### src/rtl/mem_arbiter_if.sv
// Requester-side bus of the two-port RAM arbiter: port 0 is the core, port 1 the
// loader/DMA master. The arbiter takes the slave view, requesters the master view.
interface mem_arbiter_if #(
    parameter int DW = 16,
    parameter int AW = 16
);
    logic          req0,   req1;
    logic          we0,    we1;
    logic          lock0,  lock1;
    logic [AW-1:0] addr0,  addr1;
    logic [DW-1:0] wdata0, wdata1;
    logic          gnt0,   gnt1;
    logic          rvalid0, rvalid1;
    logic [DW-1:0] rdata0, rdata1;
    logic          err0,   err1;

    modport master (
        output req0, req1, we0, we1, lock0, lock1, addr0, addr1, wdata0, wdata1,
        input  gnt0, gnt1, rvalid0, rvalid1, rdata0, rdata1, err0, err1
    );

    modport slave (
        input  req0, req1, we0, we1, lock0, lock1, addr0, addr1, wdata0, wdata1,
        output gnt0, gnt1, rvalid0, rvalid1, rdata0, rdata1, err0, err1
    );
endinterface

### src/rtl/mem_arbiter.sv
// Round-robin arbiter with per-port lock sharing one synchronous single-port RAM
// (1-cycle read latency); routes read data back to the issuing port and flags bad addresses.
module mem_arbiter #(
    parameter int DW    = 16,
    parameter int AW    = 16,
    parameter int DEPTH = 64,
    parameter int WRAP  = 0,
    localparam int RAW  = $clog2(DEPTH)
) (
    input  logic            clk,
    input  logic            rst,
    mem_arbiter_if.slave    bus,
    output logic            ram_en,
    output logic            ram_we,
    output logic [RAW-1:0]  ram_addr,
    output logic [DW-1:0]   ram_wdata,
    input  logic [DW-1:0]   ram_rdata
);
    localparam logic [AW:0] DEPTH_X = (AW+1)'(DEPTH);

    typedef enum logic [1:0] {ST_FREE, ST_OWN0, ST_OWN1} own_state_t;

    own_state_t    state, state_d;
    logic          last;
    logic          gnt_vld, win;
    logic          sel_we, sel_lock, sel_ok;
    logic [AW-1:0] sel_addr;
    logic [DW-1:0] sel_wdata;

    logic          pend_vld_p1, pend_port_p1, pend_oor_p1;
    logic          err0_p1, err1_p1;
    logic [DW-1:0] rdata0_q, rdata1_q;
    logic          ret0, ret1;
    logic [DW-1:0] ret_data;

    function automatic logic in_range(input logic [AW-1:0] a);
        return (WRAP != 0) || ({1'b0, a} < DEPTH_X);
    endfunction

    // Arbitration: a requesting owner always wins; otherwise the port that did not win last.
    always_comb begin
        gnt_vld = 1'b0;
        win     = 1'b0;
        state_d = ST_FREE;
        if (!rst) begin
            if (state == ST_OWN0 && bus.req0) begin
                gnt_vld = 1'b1;
                win     = 1'b0;
            end else if (state == ST_OWN1 && bus.req1) begin
                gnt_vld = 1'b1;
                win     = 1'b1;
            end else if (bus.req0 && bus.req1) begin
                gnt_vld = 1'b1;
                win     = ~last;
            end else if (bus.req0) begin
                gnt_vld = 1'b1;
                win     = 1'b0;
            end else if (bus.req1) begin
                gnt_vld = 1'b1;
                win     = 1'b1;
            end
        end
        sel_we    = win ? bus.we1    : bus.we0;
        sel_lock  = win ? bus.lock1  : bus.lock0;
        sel_addr  = win ? bus.addr1  : bus.addr0;
        sel_wdata = win ? bus.wdata1 : bus.wdata0;
        sel_ok    = in_range(sel_addr);
        // Without a grant nobody requests, so any owner has dropped req and is released.
        if (gnt_vld && sel_lock)
            state_d = win ? ST_OWN1 : ST_OWN0;
    end

    assign bus.gnt0  = gnt_vld & ~win;
    assign bus.gnt1  = gnt_vld &  win;
    assign ram_en    = gnt_vld & sel_ok;
    assign ram_we    = gnt_vld & sel_we;
    assign ram_addr  = gnt_vld ? sel_addr[RAW-1:0] : '0;
    assign ram_wdata = gnt_vld ? sel_wdata : '0;

    // Stage p0 -> p1: tag accepted reads and latch range errors.
    always_ff @(posedge clk or posedge rst) begin
        if (rst) begin
            state       <= ST_FREE;
            last        <= 1'b1;
            pend_vld_p1 <= 1'b0;
            err0_p1     <= 1'b0;
            err1_p1     <= 1'b0;
            rdata0_q    <= '0;
            rdata1_q    <= '0;
        end else begin
            state       <= state_d;
            if (gnt_vld)
                last <= win;
            pend_vld_p1 <= gnt_vld & ~sel_we;
            err0_p1     <= gnt_vld & ~win & ~sel_ok;
            err1_p1     <= gnt_vld &  win & ~sel_ok;
            if (ret0)
                rdata0_q <= ret_data;
            if (ret1)
                rdata1_q <= ret_data;
        end
    end

    always_ff @(posedge clk) begin
        pend_port_p1 <= win;
        pend_oor_p1  <= ~sel_ok;
    end

    // Stage p1: RAM output arrives; steer it to the tagged port, others hold.
    assign ret0        = pend_vld_p1 & ~pend_port_p1;
    assign ret1        = pend_vld_p1 &  pend_port_p1;
    assign ret_data    = pend_oor_p1 ? '0 : ram_rdata;
    assign bus.rvalid0 = ret0;
    assign bus.rvalid1 = ret1;
    assign bus.rdata0  = ret0 ? ret_data : rdata0_q;
    assign bus.rdata1  = ret1 ? ret_data : rdata1_q;
    assign bus.err0    = err0_p1;
    assign bus.err1    = err1_p1;
endmodule

### src/flat_wrapper.sv
// flat-port wrapper written by rule: the top's interface ports become plain ports
module mem_arbiter_flat 
#(
    parameter int DW    = 16,
    parameter int AW    = 16,
    parameter int DEPTH = 64,
    parameter int WRAP  = 0,
    localparam int RAW  = $clog2(DEPTH)
)
  (clk, rst, ram_en, ram_we, ram_addr, ram_wdata, ram_rdata, bus_req0, bus_req1, bus_we0, bus_we1, bus_lock0, bus_lock1, bus_addr0, bus_addr1, bus_wdata0, bus_wdata1, bus_gnt0, bus_gnt1, bus_rvalid0, bus_rvalid1, bus_rdata0, bus_rdata1, bus_err0, bus_err1);
  mem_arbiter_if #(.DW(DW), .AW(AW)) bus_i ();
  input  logic clk;
  input  logic rst;
  output logic ram_en;
  output logic ram_we;
  output logic [RAW-1:0] ram_addr;
  output logic [DW-1:0] ram_wdata;
  input  logic [DW-1:0] ram_rdata;
  input wire logic [$bits(bus_i.req0)-1:0] bus_req0;
  input wire logic [$bits(bus_i.req1)-1:0] bus_req1;
  input wire logic [$bits(bus_i.we0)-1:0] bus_we0;
  input wire logic [$bits(bus_i.we1)-1:0] bus_we1;
  input wire logic [$bits(bus_i.lock0)-1:0] bus_lock0;
  input wire logic [$bits(bus_i.lock1)-1:0] bus_lock1;
  input wire logic [$bits(bus_i.addr0)-1:0] bus_addr0;
  input wire logic [$bits(bus_i.addr1)-1:0] bus_addr1;
  input wire logic [$bits(bus_i.wdata0)-1:0] bus_wdata0;
  input wire logic [$bits(bus_i.wdata1)-1:0] bus_wdata1;
  output wire logic [$bits(bus_i.gnt0)-1:0] bus_gnt0;
  output wire logic [$bits(bus_i.gnt1)-1:0] bus_gnt1;
  output wire logic [$bits(bus_i.rvalid0)-1:0] bus_rvalid0;
  output wire logic [$bits(bus_i.rvalid1)-1:0] bus_rvalid1;
  output wire logic [$bits(bus_i.rdata0)-1:0] bus_rdata0;
  output wire logic [$bits(bus_i.rdata1)-1:0] bus_rdata1;
  output wire logic [$bits(bus_i.err0)-1:0] bus_err0;
  output wire logic [$bits(bus_i.err1)-1:0] bus_err1;
  assign bus_i.req0 = bus_req0;
  assign bus_i.req1 = bus_req1;
  assign bus_i.we0 = bus_we0;
  assign bus_i.we1 = bus_we1;
  assign bus_i.lock0 = bus_lock0;
  assign bus_i.lock1 = bus_lock1;
  assign bus_i.addr0 = bus_addr0;
  assign bus_i.addr1 = bus_addr1;
  assign bus_i.wdata0 = bus_wdata0;
  assign bus_i.wdata1 = bus_wdata1;
  assign bus_gnt0 = bus_i.gnt0;
  assign bus_gnt1 = bus_i.gnt1;
  assign bus_rvalid0 = bus_i.rvalid0;
  assign bus_rvalid1 = bus_i.rvalid1;
  assign bus_rdata0 = bus_i.rdata0;
  assign bus_rdata1 = bus_i.rdata1;
  assign bus_err0 = bus_i.err0;
  assign bus_err1 = bus_i.err1;
  mem_arbiter #(.DW(DW), .AW(AW), .DEPTH(DEPTH), .WRAP(WRAP)) u_core (.clk(clk), .rst(rst), .bus(bus_i), .ram_en(ram_en), .ram_we(ram_we), .ram_addr(ram_addr), .ram_wdata(ram_wdata), .ram_rdata(ram_rdata));
endmodule
### config.mk
export PLATFORM = sky130hd
export DESIGN_NAME = mem_arbiter_flat
export DESIGN_NICKNAME = d
export VERILOG_FILES = /design/src/rtl/mem_arbiter_if.sv /design/src/rtl/mem_arbiter.sv /design/src/flat_wrapper.sv
export SDC_FILE = /design/constraint.sdc
export NUM_CORES = 1
export LEC_CHECK = 0
export ABC_AREA = 1
export ABC_CLOCK_PERIOD_IN_PS = 3350
export BUFFER_PORTS_ARGS = -buffer_cell sky130_fd_sc_hd__buf_2
export CAP_MARGIN = 10
export CORE_MARGIN = 3
export CORE_UTILIZATION = 41
export DETAILED_ROUTE_END_ITERATION = 12
export GPL_ROUTABILITY_DRIVEN = 1
export PLACE_DENSITY = 0.8
export SYNTH_ARGS = -nofsm -noshare
export SYNTH_HDL_FRONTEND = slang
export SYNTH_SLANG_ARGS = --single-unit
### constraint.sdc
create_clock -name clk -period 3.35 [get_ports clk]
set_clock_uncertainty 0.05 [all_clocks]
set_input_delay 0.67 -clock clk [delete_from_list [all_inputs] [get_ports clk]]
set_output_delay 0.67 -clock clk [all_outputs]
set_load 0.01 [all_outputs]
# Yosys cells after proc, flatten, opt, wreduce, memory -nomap -nowiden
# Cells that the tools add are included.
totals:
  wordCells: 52
  register_bits: 40
  in_bits: 88
classes:
  eq_ne: 2
  n_lt_le_gt_ge: 1
  n_reduce_logical: 4
  n_mux: 22
  n_bitwise: 14
op_table:
  columns: ["operator", "count"]
  rows:
  - ["16-bit 2-to-1 mux", 6]
  - ["16-bit by 7-bit less-than comparator with 1-bit output, second input constant", 1]
  - ["1-bit 2-to-1 mux", 13]
  - ["1-bit AND", 9]
  - ["6-bit 2-to-1 mux", 1]
  - ["1-bit inverter", 5]
  - ["1-bit logical AND", 4]
  - ["2-bit 2-to-1 mux", 2]
  - ["2-bit by 1-bit == test with 1-bit output, second input constant", 1]
  - ["2-bit == test, second input constant", 1]

# Longest topological paths before layout
logic_depth:
  depth_word: 10
  ltp_mapped: 10

# Least setup slack after synthesis
# OpenSTA, ideal clock, no wires.
synth_path:
  path_kind: "in2out"
  from: "input port rst"
  to: "output port ram_addr[0]"
  path_stages: 9
  path_slack_ns: 0.235
  required_time_ns: 2.630
  arrival_ns: 2.395
  cell_sequence: "inv_1 -> nand2_1 -> inv_1 -> nand2_4 -> nand2_4 -> inv_4 -> buf_6 -> nand2_1 -> nand2_1"
synth_via:
  elab_chain_cells: 3
  elab_cells_between_ends: 4
  classes_between: "mux (4)"
synth_lines:
  columns: ["element", "line_no", "text"]
  rows:
  - ["start: declaration", "flat_wrapper.sv:13", "input logic rst;"]
  - ["1-bit 2-to-1 mux", "mem_arbiter.sv:45", "if (!rst) begin"]
  - ["16-bit 2-to-1 mux", "mem_arbiter.sv:65", "sel_addr = win ? bus.addr1 : bus.addr0;"]
  - ["6-bit 2-to-1 mux *", "mem_arbiter.sv:77", "assign ram_addr = gnt_vld ? sel_addr[RAW-1:0] : '0;"]
  - ["end: declaration", "flat_wrapper.sv:16", "output logic [RAW-1:0] ram_addr;"]
# Every way passes the cells marked *; elsewhere a longest branch is shown, timed or not.

# Final worst setup path
layout_path:
  from: "input port rst"
  to: "output port ram_en"
layout_via:
  elab_chain_cells: 4
  elab_cells_between_ends: 5
  classes_between: "order compare (1); mux (3); bitwise (1)"
layout_lines:
  columns: ["element", "line_no", "text"]
  rows:
  - ["1-bit 2-to-1 mux", "mem_arbiter.sv:45", null]
  - ["16-bit 2-to-1 mux", "mem_arbiter.sv:65", null]
  - ["16-bit by 7-bit less-than comparator with 1-bit output", "mem_arbiter.sv:37", "return (WRAP != 0) || ({1'b0, a} < DEPTH_X);"]
  - ["1-bit AND *", "mem_arbiter.sv:75", "assign ram_en = gnt_vld & sel_ok;"]
  - ["end: declaration", "flat_wrapper.sv:14", "output logic ram_en;"]
# Marks and branches as above.

==> impl_results.md <==
- Crit path time final: 2626 ps
- FFs w/ async S/R, synth: 0.9500
- CP Launch Type: input port
- Post-synth EDFFs: 0
- Tightest Pin Transition: 607.0 ps
- Sw Ratio: 0.2945
- Clock root cell: clkbuf_8
- CP max-delay cell: a21oi_4
- Design Power: 1338 µW
- R2R Setup Slk: 1760 ps
- RSZ-0062 raised after global routing: false
- I/O pins: 150
- Hold Fails Final Rpt: 0
- Post CTS Setup Buffer Count: 0
- Sw power: 394.0 µW
- Critical path buffers and inverters: 3
- Post-route ant nets: 0
- Crit Path Category: input port to primary output
- Netlist Area Pre-Place: 2066 µm²
- Maxcap violations: 0
- Yosys reg bits: 40
- Global-route wire length before repair: 8963 µm
- Die Wd: 76.98 µm
- Clock network power share: 0.281
- Cell breakdown of the critical path: buf_2, inv_1, nand2_1, a21oi_4, nand2_1, nand2_1, nor2_1, buf_2
- R2R depth: 5
- Drt total wl: 5421 µm
- RR Endpoint: u_core.rdata1_q[14]
- CTS tree: done
- Setup crit end kind: primary output
- Wire per inst: 11.15 µm
- Synth unique cells: 25
- Flop pwr share: 0.435
- P_leak: 0.001910 µW
- Final worst-path cycle share: 0.7839
- CORE AREA: 4786 µm²
- CTS Hold Bufs: 0
- Internal power: 944.0 µW
- Worst Path Max Fanout: 24
- Worst-case vdd ir drop: 0.1813 mV
- Vias after detailed routing: 2,149
- Critical Path AT: 1910 ps
- Final GP Congestion: 0.7356
- Yosys top cell by area: dfrtp_1
- Vias in the first global route: 2,025
- # fillers: 445
- Count of pins over their slew limit: 0
- Yosys Warn Count: 0
- Worst min-delay path startpoint: u_core.rdata1_q[11]
- Num CTS Buffers: 5
- Multi-input logic area: 888.4 µm²
- Layout Nets: 506
- Combinational fraction of design power: 0.284
- # diodes: 0
- Setup TNS: 0 ps
- Total track usage: 0.1843
- Gr ovfl total: 0
- RR Startpoint: u_core.pend_vld_p1
- Worst hold stages: 2
- Most used DFF post-synth: dfrtp_1
- Starting Density: 0.4316
- Reg area: 992.2 µm²
- Main area contributors after synthesis: dfrtp_1 (45%), nand2_1 (23%), mux2_2 (8.7%)
- Antenna violations before repair: 0
- Insertion delay to the later sink of the worst-skew pair: 280 ps
- Max stage delay on crit path: 470 ps
- 1st-iter DRT viols: 76
- Rel. slew slack: 0.5948
- Die outline area: 5926 µm²
- Synth cell count leaders: nand2_1 (127), dfrtp_1 (37), nor2_1 (29)
- Worst-path clk slew: 70 ps
- Largest net degree at the start of global routing: 39
- Status: completed
- Via/cell ratio: 4.422
- HP Class: flop to flop
- Mapped Nets: 356
- # setup viols final: 0
- Pwr Density: 452.2 nW/µm²
- Top-count cell post-synth: nand2_1
- Hold Path Sink: u_core.rdata1_q[11]
- Port bufs: 149
- Post-synthesis cell count: 268
- Worst path most repeated cell: nand2_1
- Sequential share of the synthesized area: 0.4803
- Synthesis-to-finish area growth: 43.25%
- Remaining DRCs: 0
- CP required: 2630 ps
- Die H: 76.98 µm
- Share of cells above drive strength 1: 0.4463
- HPWL Detailed: 4289 µm
- Crit path max-delay family: compound AO/OA/AOI/OAI gates
- Num Clock Sinks: 40
- Maximum clock frequency: 380.8 MHz
- DR pass1 iterations: 4
- Crit. Startpoint: rst
- Max Buffers Root-to-Sink: 2
- Hold WS: 423.6 ps
- Synth top area share: 0.4482
- H-tree depth: 2
- # resized after CTS: 0
- Mapped Avg Cell Area: 7.708 µm²
- Floorplan row count: 25
-- per-stage QoR --
step / std cells / util / worst slack, ps / area, µm²
2_1_floorplan: 268 / - / 235.4 / 2066
5_1_grt: 486 / 0.6183 / 533.6 / 2959
3_5_place_dp: 478 / 0.5958 / 699.4 / 2851
3_3_place_gp: 478 / 0.5958 / 785.6 / 2851
4_1_cts: 486 / 0.6183 / 697.8 / 2959
6_report: 486 / 0.6183 / 724.0 / 2959
-- metal layers --
metal	up-vias	global-route usage	wire (µm)
met1	945	0.2191	2218
li1	1097	-	-
met5	-	0	0
met2	96	0.3258	2702
met3	11	0.03873	385
met4	0	0.06940	115
-- placed cells by master (no fill, tap or decap), types with 3 or more instances in the layout --
cell,n
buf_2,149
nand2_1,127
dfrtp_1,37
nor2_1,29
inv_1,28
mux2_2,16
clkbuf_8,5
buf_4,3
-- registers in the layout, summed over array words and instances (netlist names) --
register,cells
u_core.bus.err1,1
u_core.rdata1_q,16
u_core.pend_port_p1,1
u_core.rdata0_q,16
u_core.state,2
u_core.bus.err0,1
u_core.last,1
u_core.pend_oor_p1,1
u_core.pend_vld_p1,1
-- cell families after synthesis --
logic type,count (synthesis),synth area share
and+or+nand+nor,166,0.3174
DFF,40,0.4803
buffers and inverters,40,0.08964
muxes,16,0.08722
AOI/OAI and AO/OA,6,0.02543
-- how the worst max path moves through the flow --
stage             endpoint  slack (ps)  cells after the start
2_1_floorplan  ram_addr[0]         240                      9
3_3_place_gp        ram_en         790                      8
3_5_place_dp        ram_en         700                      8
4_1_cts             ram_en         700                      8
5_1_grt             ram_en         530                      8
6_report            ram_en         720                      8
-- worst min-delay path, cell delays in order (launching register included) --
cell and delay, ps:
dfrtp_1 320, nand2_1 50, nand2_1 70
-- layout make-up --
type,count,area share
Clock buffer,6,0.02452
Inverter,31,0.04017
Sequential cell,40,0.3353
Multi-Input combinational cell,188,0.3002
Timing Repair Buffer,152,0.2596
Tap cell,67,0.02833
Clock inverter,2,0.01184
-- power groups by stage --
stage	logic, µW	registers [µW]	clock network (µW)
after global routing	425	589	406
after floorplan	218	583	0
after detailed placement	383	592	0
after global placement	374	588	0
final	380	582	376
after CTS	385	582	387
No activity file was read; power rests on OpenSTA's default activity.
